File: src/rtl/fifo_pkg.sv
// Shared constants and helpers for the FIFO family.
// Mode selectors, default sizes and the pointer-width helper.
package fifo_pkg;

   localparam int FIFO_MODE_STD  = 0;
   localparam int FIFO_MODE_FWFT = 1;

   localparam int DEF_DATA_WIDTH = 8;
   localparam int DEF_FIFO_SIZE  = 16;

   function automatic int ptr_width(input int size);
      return (size < 2) ? 1 : $clog2(size);
   endfunction

endpackage

File: src/rtl/fifo_dp_mem.sv
// Simple dual-port storage array: synchronous write, asynchronous read.
// Contents are never cleared, so reset does not touch the array.
module fifo_dp_mem
   import fifo_pkg::*;
#(
   parameter int DATA_WIDTH = DEF_DATA_WIDTH,
   parameter int FIFO_SIZE  = DEF_FIFO_SIZE,
   localparam int AW        = ptr_width(FIFO_SIZE)
) (
   input  logic                  clk,
   input  logic                  we,
   input  logic [AW-1:0]         waddr,
   input  logic [DATA_WIDTH-1:0] wdata,
   input  logic [AW-1:0]         raddr,
   output logic [DATA_WIDTH-1:0] rdata
);

   logic [DATA_WIDTH-1:0] mem [FIFO_SIZE];

   always_ff @(posedge clk) begin
      if (we) begin
         mem[waddr] <= wdata;
      end
   end

   assign rdata = mem[raddr];

endmodule

File: src/rtl/sync_fifo.sv
// Single-clock FIFO with level flags, fill count and optional FWFT read.
// Flags decode the registered pointers only; error pulses are registered.
module sync_fifo
   import fifo_pkg::*;
#(
   parameter int DATA_WIDTH = DEF_DATA_WIDTH,
   parameter int FIFO_SIZE  = DEF_FIFO_SIZE,
   localparam int PTR_WIDTH = ptr_width(FIFO_SIZE),
   parameter int AF_LEVEL   = FIFO_SIZE - 2,
   parameter int AE_LEVEL   = 2,
   parameter int FWFT       = FIFO_MODE_STD
) (
   input  logic                  clk,
   input  logic                  rst_n,
   input  logic                  wr_en,
   input  logic [DATA_WIDTH-1:0] wdata,
   output logic                  full,
   output logic                  almost_full,
   output logic                  overflow,
   input  logic                  rd_en,
   output logic [DATA_WIDTH-1:0] rdata,
   output logic                  empty,
   output logic                  almost_empty,
   output logic                  underflow,
   output logic [PTR_WIDTH:0]    count
);

   localparam logic [PTR_WIDTH:0] PTR_ONE = (PTR_WIDTH+1)'(1);
   localparam logic [PTR_WIDTH:0] AF_CNT  = (PTR_WIDTH+1)'(AF_LEVEL);
   localparam logic [PTR_WIDTH:0] AE_CNT  = (PTR_WIDTH+1)'(AE_LEVEL);

   logic [PTR_WIDTH:0]    wr_ptr;
   logic [PTR_WIDTH:0]    rd_ptr;
   logic                  wr_acc;
   logic                  rd_acc;
   logic [DATA_WIDTH-1:0] mem_rdata;

   // Accept decisions look only at the flags of the current edge.
   assign wr_acc = wr_en && !full;
   assign rd_acc = rd_en && !empty;

   assign count = wr_ptr - rd_ptr;
   assign empty = (wr_ptr == rd_ptr);
   assign full  = (wr_ptr[PTR_WIDTH] != rd_ptr[PTR_WIDTH]) &&
                  (wr_ptr[PTR_WIDTH-1:0] == rd_ptr[PTR_WIDTH-1:0]);

   assign almost_full  = (count >= AF_CNT);
   assign almost_empty = (count <= AE_CNT);

   always_ff @(posedge clk or negedge rst_n) begin
      if (!rst_n) begin
         wr_ptr    <= '0;
         rd_ptr    <= '0;
         overflow  <= 1'b0;
         underflow <= 1'b0;
      end else begin
         if (wr_acc) wr_ptr <= wr_ptr + PTR_ONE;
         if (rd_acc) rd_ptr <= rd_ptr + PTR_ONE;
         overflow  <= wr_en && full;
         underflow <= rd_en && empty;
      end
   end

   fifo_dp_mem #(
      .DATA_WIDTH (DATA_WIDTH),
      .FIFO_SIZE  (FIFO_SIZE)
   ) u_mem (
      .clk   (clk),
      .we    (wr_acc),
      .waddr (wr_ptr[PTR_WIDTH-1:0]),
      .wdata (wdata),
      .raddr (rd_ptr[PTR_WIDTH-1:0]),
      .rdata (mem_rdata)
   );

   generate
      if (FWFT == FIFO_MODE_FWFT) begin : g_fwft
         assign rdata = mem_rdata;
      end else begin : g_std
         logic [DATA_WIDTH-1:0] rdata_q;

         always_ff @(posedge clk or negedge rst_n) begin
            if (!rst_n) begin
               rdata_q <= '0;
            end else if (rd_acc) begin
               rdata_q <= mem_rdata;
            end
         end

         assign rdata = rdata_q;
      end
   endgenerate

endmodule

File: config.mk
export PLATFORM = sky130hd
export DESIGN_NAME = sync_fifo
export DESIGN_NICKNAME = d
export VERILOG_FILES = /design/src/rtl/fifo_pkg.sv /design/src/rtl/fifo_dp_mem.sv /design/src/rtl/sync_fifo.sv
export SDC_FILE = /design/constraint.sdc
export NUM_CORES = 1
export LEC_CHECK = 0
export BUFFER_PORTS_ARGS = -buffer_cell sky130_fd_sc_hd__buf_2
export CAP_MARGIN = 5
export CELL_PAD_IN_SITES_DETAIL_PLACEMENT = 1
export CELL_PAD_IN_SITES_GLOBAL_PLACEMENT = 1
export CORE_MARGIN = 4
export CORE_UTILIZATION = 34
export DETAILED_ROUTE_END_ITERATION = 10
export GPL_TIMING_DRIVEN = 1
export MAX_ROUTING_LAYER = met4
export PLACE_DENSITY_LB_ADDON = 0.1
export SETUP_SLACK_MARGIN = 0.05
export SLEW_MARGIN = 15
export SYNTH_ARGS = -nofsm -noshare
export SYNTH_HDL_FRONTEND = slang
export SYNTH_HIERARCHICAL = 1
export SYNTH_SLANG_ARGS = --single-unit
File: constraint.sdc
create_clock -name clk -period 5.6 [get_ports clk]
set_input_delay 1.12 -clock clk [delete_from_list [all_inputs] [get_ports clk]]
set_output_delay 1.12 -clock clk [all_outputs]
set_load 0.05 [all_outputs]
==> flow_metrics.env, run 1 <==
export IMPL_relSlewSlack_pct=28.5
export IMPL_htree_levels=4
export IMPL_drt_iter0_markers=157
export IMPL_status="finished, final reports clean"
export IMPL_cts_hold_buf=0
export IMPL_synth_top_area_share_pct=63.6
export IMPL_ctsRootBufferMaster="clkbuf_16"
export IMPL_clk_pin_slew_ns=0.06
export IMPL_multi_input_area_mm2=0.00159
export IMPL_setup_viol=0
export IMPL_critPathMaxFanout=36
export IMPL_port_buffers=30
export IMPL_cts_buffers_inserted=17
export IMPL_cap_violations=0
export IMPL_syn_to_final_growth_pct=16.3
export IMPL_finalHoldViolCount=0
export IMPL_num_nets_final=371
export IMPL_tightest_slew_ns=1.07
export IMPL_rsz0062_at_grt="false"
export IMPL_die_x_um=141
export IMPL_antenna_diode_count=0
export IMPL_worstSetupStartpointType="flip-flop"
export IMPL_drcViolationCount=0
export IMPL_cts_buffer_depth=2
export IMPL_dieArea_mm2=0.0200
export IMPL_post_cts_setup_buffers=0
export IMPL_place_gp_congestion=0.764
export IMPL_yosysUniqueCellTypes=38
export IMPL_start_util_pct=34.8
export IMPL_ios=31
export IMPL_p_per_area_mw_per_mm2=609
export IMPL_crit_required_ns=4.48
export IMPL_synth_largest_area_cell="edfxtp_1"
export IMPL_core_rowCount=48
export IMPL_seq_area_frac_synth_pct=71.8
export IMPL_fin_skew_ns=0.00613
export IMPL_min_period_over_period_pct=67.8
export IMPL_peakVddDrop_uv=629
export IMPL_antenna_found_initial=0
export IMPL_hp_start="rdata[7]"
export IMPL_via_per_inst=5.12
export IMPL_grt_pass1_vias=3234
export IMPL_cts_tree="built"
export IMPL_grt_remaining_overflow=0
export IMPL_postSynthCellCount=307
export IMPL_fmax_ghz=0.263
export IMPL_slew_violations=0
export IMPL_ys_seq_elements=148
export IMPL_final_seq_area_mm2=0.00435
export IMPL_vias=3019
export IMPL_layout_drive_gt1_share_pct=27.9
export IMPL_r2r_start="rd_ptr[1]"
export IMPL_clock_latency_ns=0.41
export IMPL_synth_fp_nets=326
export IMPL_synth_most_common_cell="edfxtp_1"
export IMPL_syn_avg_cell_area_um2=19.7
export IMPL_worstSetupStartpoint="rd_ptr[1]"
export IMPL_synthTopCellsByArea="edfxtp_1 64%, dfrtp_1 8.3%, mux4_2 6.7%"
export IMPL_drt_pre_antenna_iters=4
export IMPL_period_minus_slack_ns=3.80
export IMPL_wirelength_um=13400
export IMPL_grt_usage_pct=14.7
export IMPL_yosys_top_cells_count="128 x edfxtp_1, 20 x dfrtp_1, 18 x mux4_2"
export IMPL_dpl_hpwl_um=8370
export IMPL_crit_path_end_kind="output pin"
export IMPL_fin_hold_ws_ns=0.500
export IMPL_grt_pass1_wl_um=20400
export IMPL_p_leak_nw=2.44
export IMPL_cp_arrival_ns=2.68
export IMPL_cts_resized_gates=0
export IMPL_ant_nets=0
export IMPL_final_setup_tns_ns=0
export IMPL_wl_per_cell_um=22.7
export IMPL_core_mm2=0.0174
export IMPL_hp_class="flip-flop to flip-flop"
export IMPL_async_flop_share_pct=13.5
export IMPL_netlist_area_mm2=0.00605
export IMPL_die_h_um=141
export IMPL_synth_ff_type="edfxtp_1"
export IMPL_yosysWarnings=6
export IMPL_crit_type="flip-flop to output pin"
export IMPL_synth_edf_count=128
export IMPL_cts_sinks=148
export IMPL_fillers=1689
export IMPL_grt_max_degree=37
## power by group
group	total, mW	switching, mW	leakage [nW]	internal [mW]
Clock	1.13	0.438	0.287	0.694
Combinational	1.67	1.10	0.760	0.570
Sequential	1.48	0.107	1.40	1.37
Total	4.28	1.65	2.44	2.64
## cells by family after synthesis
| kind of cell | share of synthesized area, % |
|---|---|
| adder cells (fa/ha/maj) | 1.57 |
| flip-flops | 71.8 |
| XOR/XNOR | 1.72 |
| AND/OR/NAND/NOR | 4.47 |
| buffers and inverters | 1.86 |
| multiplexers | 14.6 |
| AO/OA/AOI/OAI | 3.89 |
## state kept, by name, summed over array words and instances, names as in the netlist
name       count
u_mem/mem    128
rdata          8
underflow      1
wr_ptr         5
rd_ptr         5
overflow       1
## routing by layer
| layer | share of wire [%] | vias up | global-route usage [%] |
|---|---|---|---|
| li1 | - | 1349 | - |
| met1 | 45 | 1612 | 19.2 |
| met2 | 49 | 48 | 22.7 |
| met3 | 3.8 | 10 | 3.71 |
| met4 | 1.5 | 0 | 4.69 |
| met5 | 0 | - | - |
## layout by cell type (no fill, tap or decap), drive strengths merged, types with 5 or more instances in the layout
master | synthesis | routed
ha | 6 | 6
inv | 7 | 9
dfrtp | 20 | 20
o211ai | 5 | 5
buf | 7 | 36
xnor2 | 9 | 9
nor2 | 17 | 17
a22oi | 16 | 16
clkbuf | 0 | 21
mux2 | 10 | 10
edfxtp | 128 | 128
nand2 | 10 | 10
mux4 | 32 | 32
## area by class of cell
cell class / instances / area share [%]
flip-flops and latches: 148 / 61.8
multi-input cells: 142 / 22.6
clock buffers: 21 / 6.69
well taps: 225 / 4.00
repair buffers: 36 / 2.77
clock inverters: 11 / 1.80
inverters: 7 / 0.373
## through the flow
stage	cell area, um2	util, %	setup WS (ns)	total power [mW]	cells
3_3_place_gp	6440	37.1	2.23	3.18	558
6_report	7040	40.5	1.80	4.28	590
4_1_cts	7040	40.5	1.71	4.35	590
5_1_grt	7040	40.5	1.59	4.52	590
3_5_place_dp	6440	37.1	2.17	3.20	558
2_1_floorplan	6050	-	1.16	2.78	307
## critical path, cell delays in order, from the launching register on
cell and delay (ns):
dfrtp_1 0.32, buf_4 0.44, inv_1 0.16, fa_1 0.46
xor2_1 0.24, nand2_1 0.08, o32ai_1 0.24, buf_2 0.31
## path summary, 6_finish.rpt
path	to	slack, ns	cells after the start
hold / removal	rdata[7]	0.50	1
hold reg to reg	rdata[7]	0.50	1
min in group asynchronous	overflow	0.69	1
setup / recovery	almost_full	1.80	7
setup reg to reg	u_mem/mem[2][5]	2.22	8
max in group asynchronous	rd_ptr[0]	4.50	1
Power figures use the tool's default switching activity.
==> run 2: changes to the inputs <==
==> constraint.sdc (replaced) <==
create_clock -name clk -period 3.2 [get_ports clk]
set_input_delay 0.64 -clock clk [delete_from_list [all_inputs] [get_ports clk]]
set_output_delay 0.64 -clock clk [all_outputs]
set_load 0.05 [all_outputs]
==> run 2 against run 1 <==
Global-route usage is 0.59 points higher. Critical path depth shrank 1. Core utilization rose by 1.0 points. Worst hold slack worse by 0.32 ns. First-iteration DRC count is 24% higher. Register-to-register slack got worse by 1.7 ns. Non-clock buffer count is 14 higher. Routed wire length grew 3.2%. Sequential cell count stayed put.
==> flow_metrics.env, run 2 (synthesis results as in run 1) <==
export IMPL_most_common_layout_cells="128 x edfxtp_1, 28 x buf_2, 20 x buf_4"
export IMPL_p_leak_nw=2.54
export IMPL_worstSetupStartpointType="flip-flop"
export IMPL_setup_viol=0
export IMPL_start_util_pct=34.8
export IMPL_ctsRootBufferMaster="clkbuf_16"
export IMPL_top_register="u_mem/mem"
export IMPL_cts_buffers_inserted=17
export IMPL_dpl_cell_count=570
export IMPL_dpl_hpwl_um=8610
export IMPL_grt_max_degree=36
export IMPL_cap_violations=0
export IMPL_cts_sinks=148
export IMPL_tightest_slew_ns=0.829
export IMPL_htree_levels=4
export IMPL_grt_busiest_layer="met2"
export IMPL_grt_use_met3_pct=3.91
export IMPL_grt_pass1_vias=3336
export IMPL_fin_skew_ns=0.00816
export IMPL_wl_per_cell_um=22.8
export IMPL_cts_buffer_depth=2
export IMPL_p_per_area_mw_per_mm2=1090
export IMPL_period_minus_slack_ns=2.98
export IMPL_grt_remaining_overflow=0
export IMPL_finalHoldViolCount=0
export IMPL_port_buffers=30
export IMPL_slew_violations=0
export IMPL_crit_type="flip-flop to output pin"
export IMPL_dieArea_mm2=0.0200
export IMPL_cp_arrival_ns=2.34
export IMPL_antenna_found_initial=0
export IMPL_cts_tree="built"
export IMPL_critPathMaxFanout=8
export IMPL_die_h_um=141
export IMPL_crit_required_ns=2.56
export IMPL_syn_to_final_growth_pct=19.3
export IMPL_place_gp_congestion=0.775
export IMPL_wirelength_um=13800
export IMPL_core_mm2=0.0174
export IMPL_hp_class="input pin to asynchronous set/reset pin"
export IMPL_crit_path_end_kind="output pin"
export IMPL_vias=3086
export IMPL_grt_util_met2_pct=24.4
export IMPL_antenna_diode_count=0
export IMPL_largest_reg_flops=128
export IMPL_ant_nets=0
export IMPL_grt_pass1_wl_um=21200
export IMPL_cp_cell_sequence="inv_1 -> ha_1 -> a21oi_1 -> and3b_1 -> o221a_2 -> clkbuf_4"
export IMPL_grt_use_met1_pct=19.2
export IMPL_core_rowCount=48
export IMPL_cts_hold_buf=0
export IMPL_fin_hold_ws_ns=0.176
export IMPL_layout_drive_gt1_share_pct=31.7
export IMPL_final_setup_tns_ns=0
export IMPL_drt_pre_antenna_iters=4
export IMPL_via_per_inst=5.11
export IMPL_rsz0062_at_grt="false"
export IMPL_slowest_delay_ns=0.45
export IMPL_peakVddDrop_uv=1810
export IMPL_clock_latency_ns=0.43
export IMPL_final_common_cell="edfxtp_1"
export IMPL_ios=31
export IMPL_stdcell_count=604
export IMPL_clk_pin_slew_ns=0.06
export IMPL_fmax_ghz=0.335
export IMPL_relSlewSlack_pct=44.6
export IMPL_critPathSlowestCell="dfrtp_1"
export IMPL_grt_usage_pct=15.3
export IMPL_status="finished, final reports clean"
export IMPL_min_period_over_period_pct=93.2
export IMPL_drt_iter0_markers=194
export IMPL_drcViolationCount=0
export IMPL_die_x_um=141
export IMPL_num_nets_final=385
==> run 2: cell types whose count changed in the layout (fill, tap and decap cells not counted), moves of 2 or more <==
cell and change:
buf_4 +14, bufinv_16 +2, clkinv_4 +2, buf_2 -2, clkinv_2 -2, clkbuf_8 -3
==> run 2: final cells by class <==
cell class | count | area (um2)
Clock buffer | 18 | 429
Clock inverter | 14 | 199
Fill cell | 1677 | 10100
Inverter | 7 | 26.3
Multi-Input combinational cell | 142 | 1620
Sequential cell | 148 | 4350
Tap cell | 225 | 282
Timing Repair Buffer | 50 | 309
==> run 2: where the power goes <==
| part | switching (mW) | internal (mW) | total [mW] |
|---|---|---|---|
| logic | 2.05 | 1.13 | 3.17 |
| registers | 0.166 | 2.40 | 2.57 |
| clock network | 0.811 | 1.31 | 2.12 |
| total | 3.03 | 4.84 | 7.86 |
==> run 2: worst paths after layout <==
| kind | startpoint | to | slack, ns | cells after the start |
|---|---|---|---|---|
| worst min register to register | rdata[2] | rdata[2] | 0.51 | 1 |
| worst max register to register | rd_ptr[2] | u_mem/mem[0][7] | 0.57 | 8 |
| worst min-delay path | rst_n | overflow | 0.18 | 1 |
| min in group clk | wr_en | overflow | 0.49 | 2 |
| worst max-delay path | rd_ptr[2] | almost_empty | 0.22 | 6 |
| max in group asynchronous | rst_n | rd_ptr[0] | 2.66 | 1 |
==> run 2: worst max-delay path: cells and delay by family (launching register included) <==
family / cells / cell delay [ns]
fa+ha+maj: 1 / 0.40
buf+inv: 2 / 0.29
compound gates: 2 / 0.48
simple gates: 1 / 0.29
flops: 1 / 0.45
==> run 2: metrics by stage <==
step | power [mW] | utilization [%] | setup slack (ns) | instance area (um2)
finish | 7.86 | 41.6 | 0.218 | 7220
global route | 8.29 | 41.6 | 0.0679 | 7220
CTS | 7.96 | 41.4 | 0.0612 | 7190
detailed placement | 5.77 | 37.8 | 0.445 | 6560
global placement | 5.72 | 37.8 | 0.497 | 6560
floorplan | 4.96 | - | 0.147 | 6070
==> run 2: layer usage <==
| layer | up-vias | wire length (um) |
|---|---|---|
| met2 | 55 | 7030 |
| li1 | 1370 | - |
| met1 | 1644 | 6040 |
| met3 | 17 | 536 |
| met5 | - | 0 |
| met4 | 0 | 190 |
==> run 2: repair_timing <==
action	in CTS	in global routing
resized for setup	3	4
setup buffers	0	2
setup endpoints to repair	2	2
pin swaps	0	1
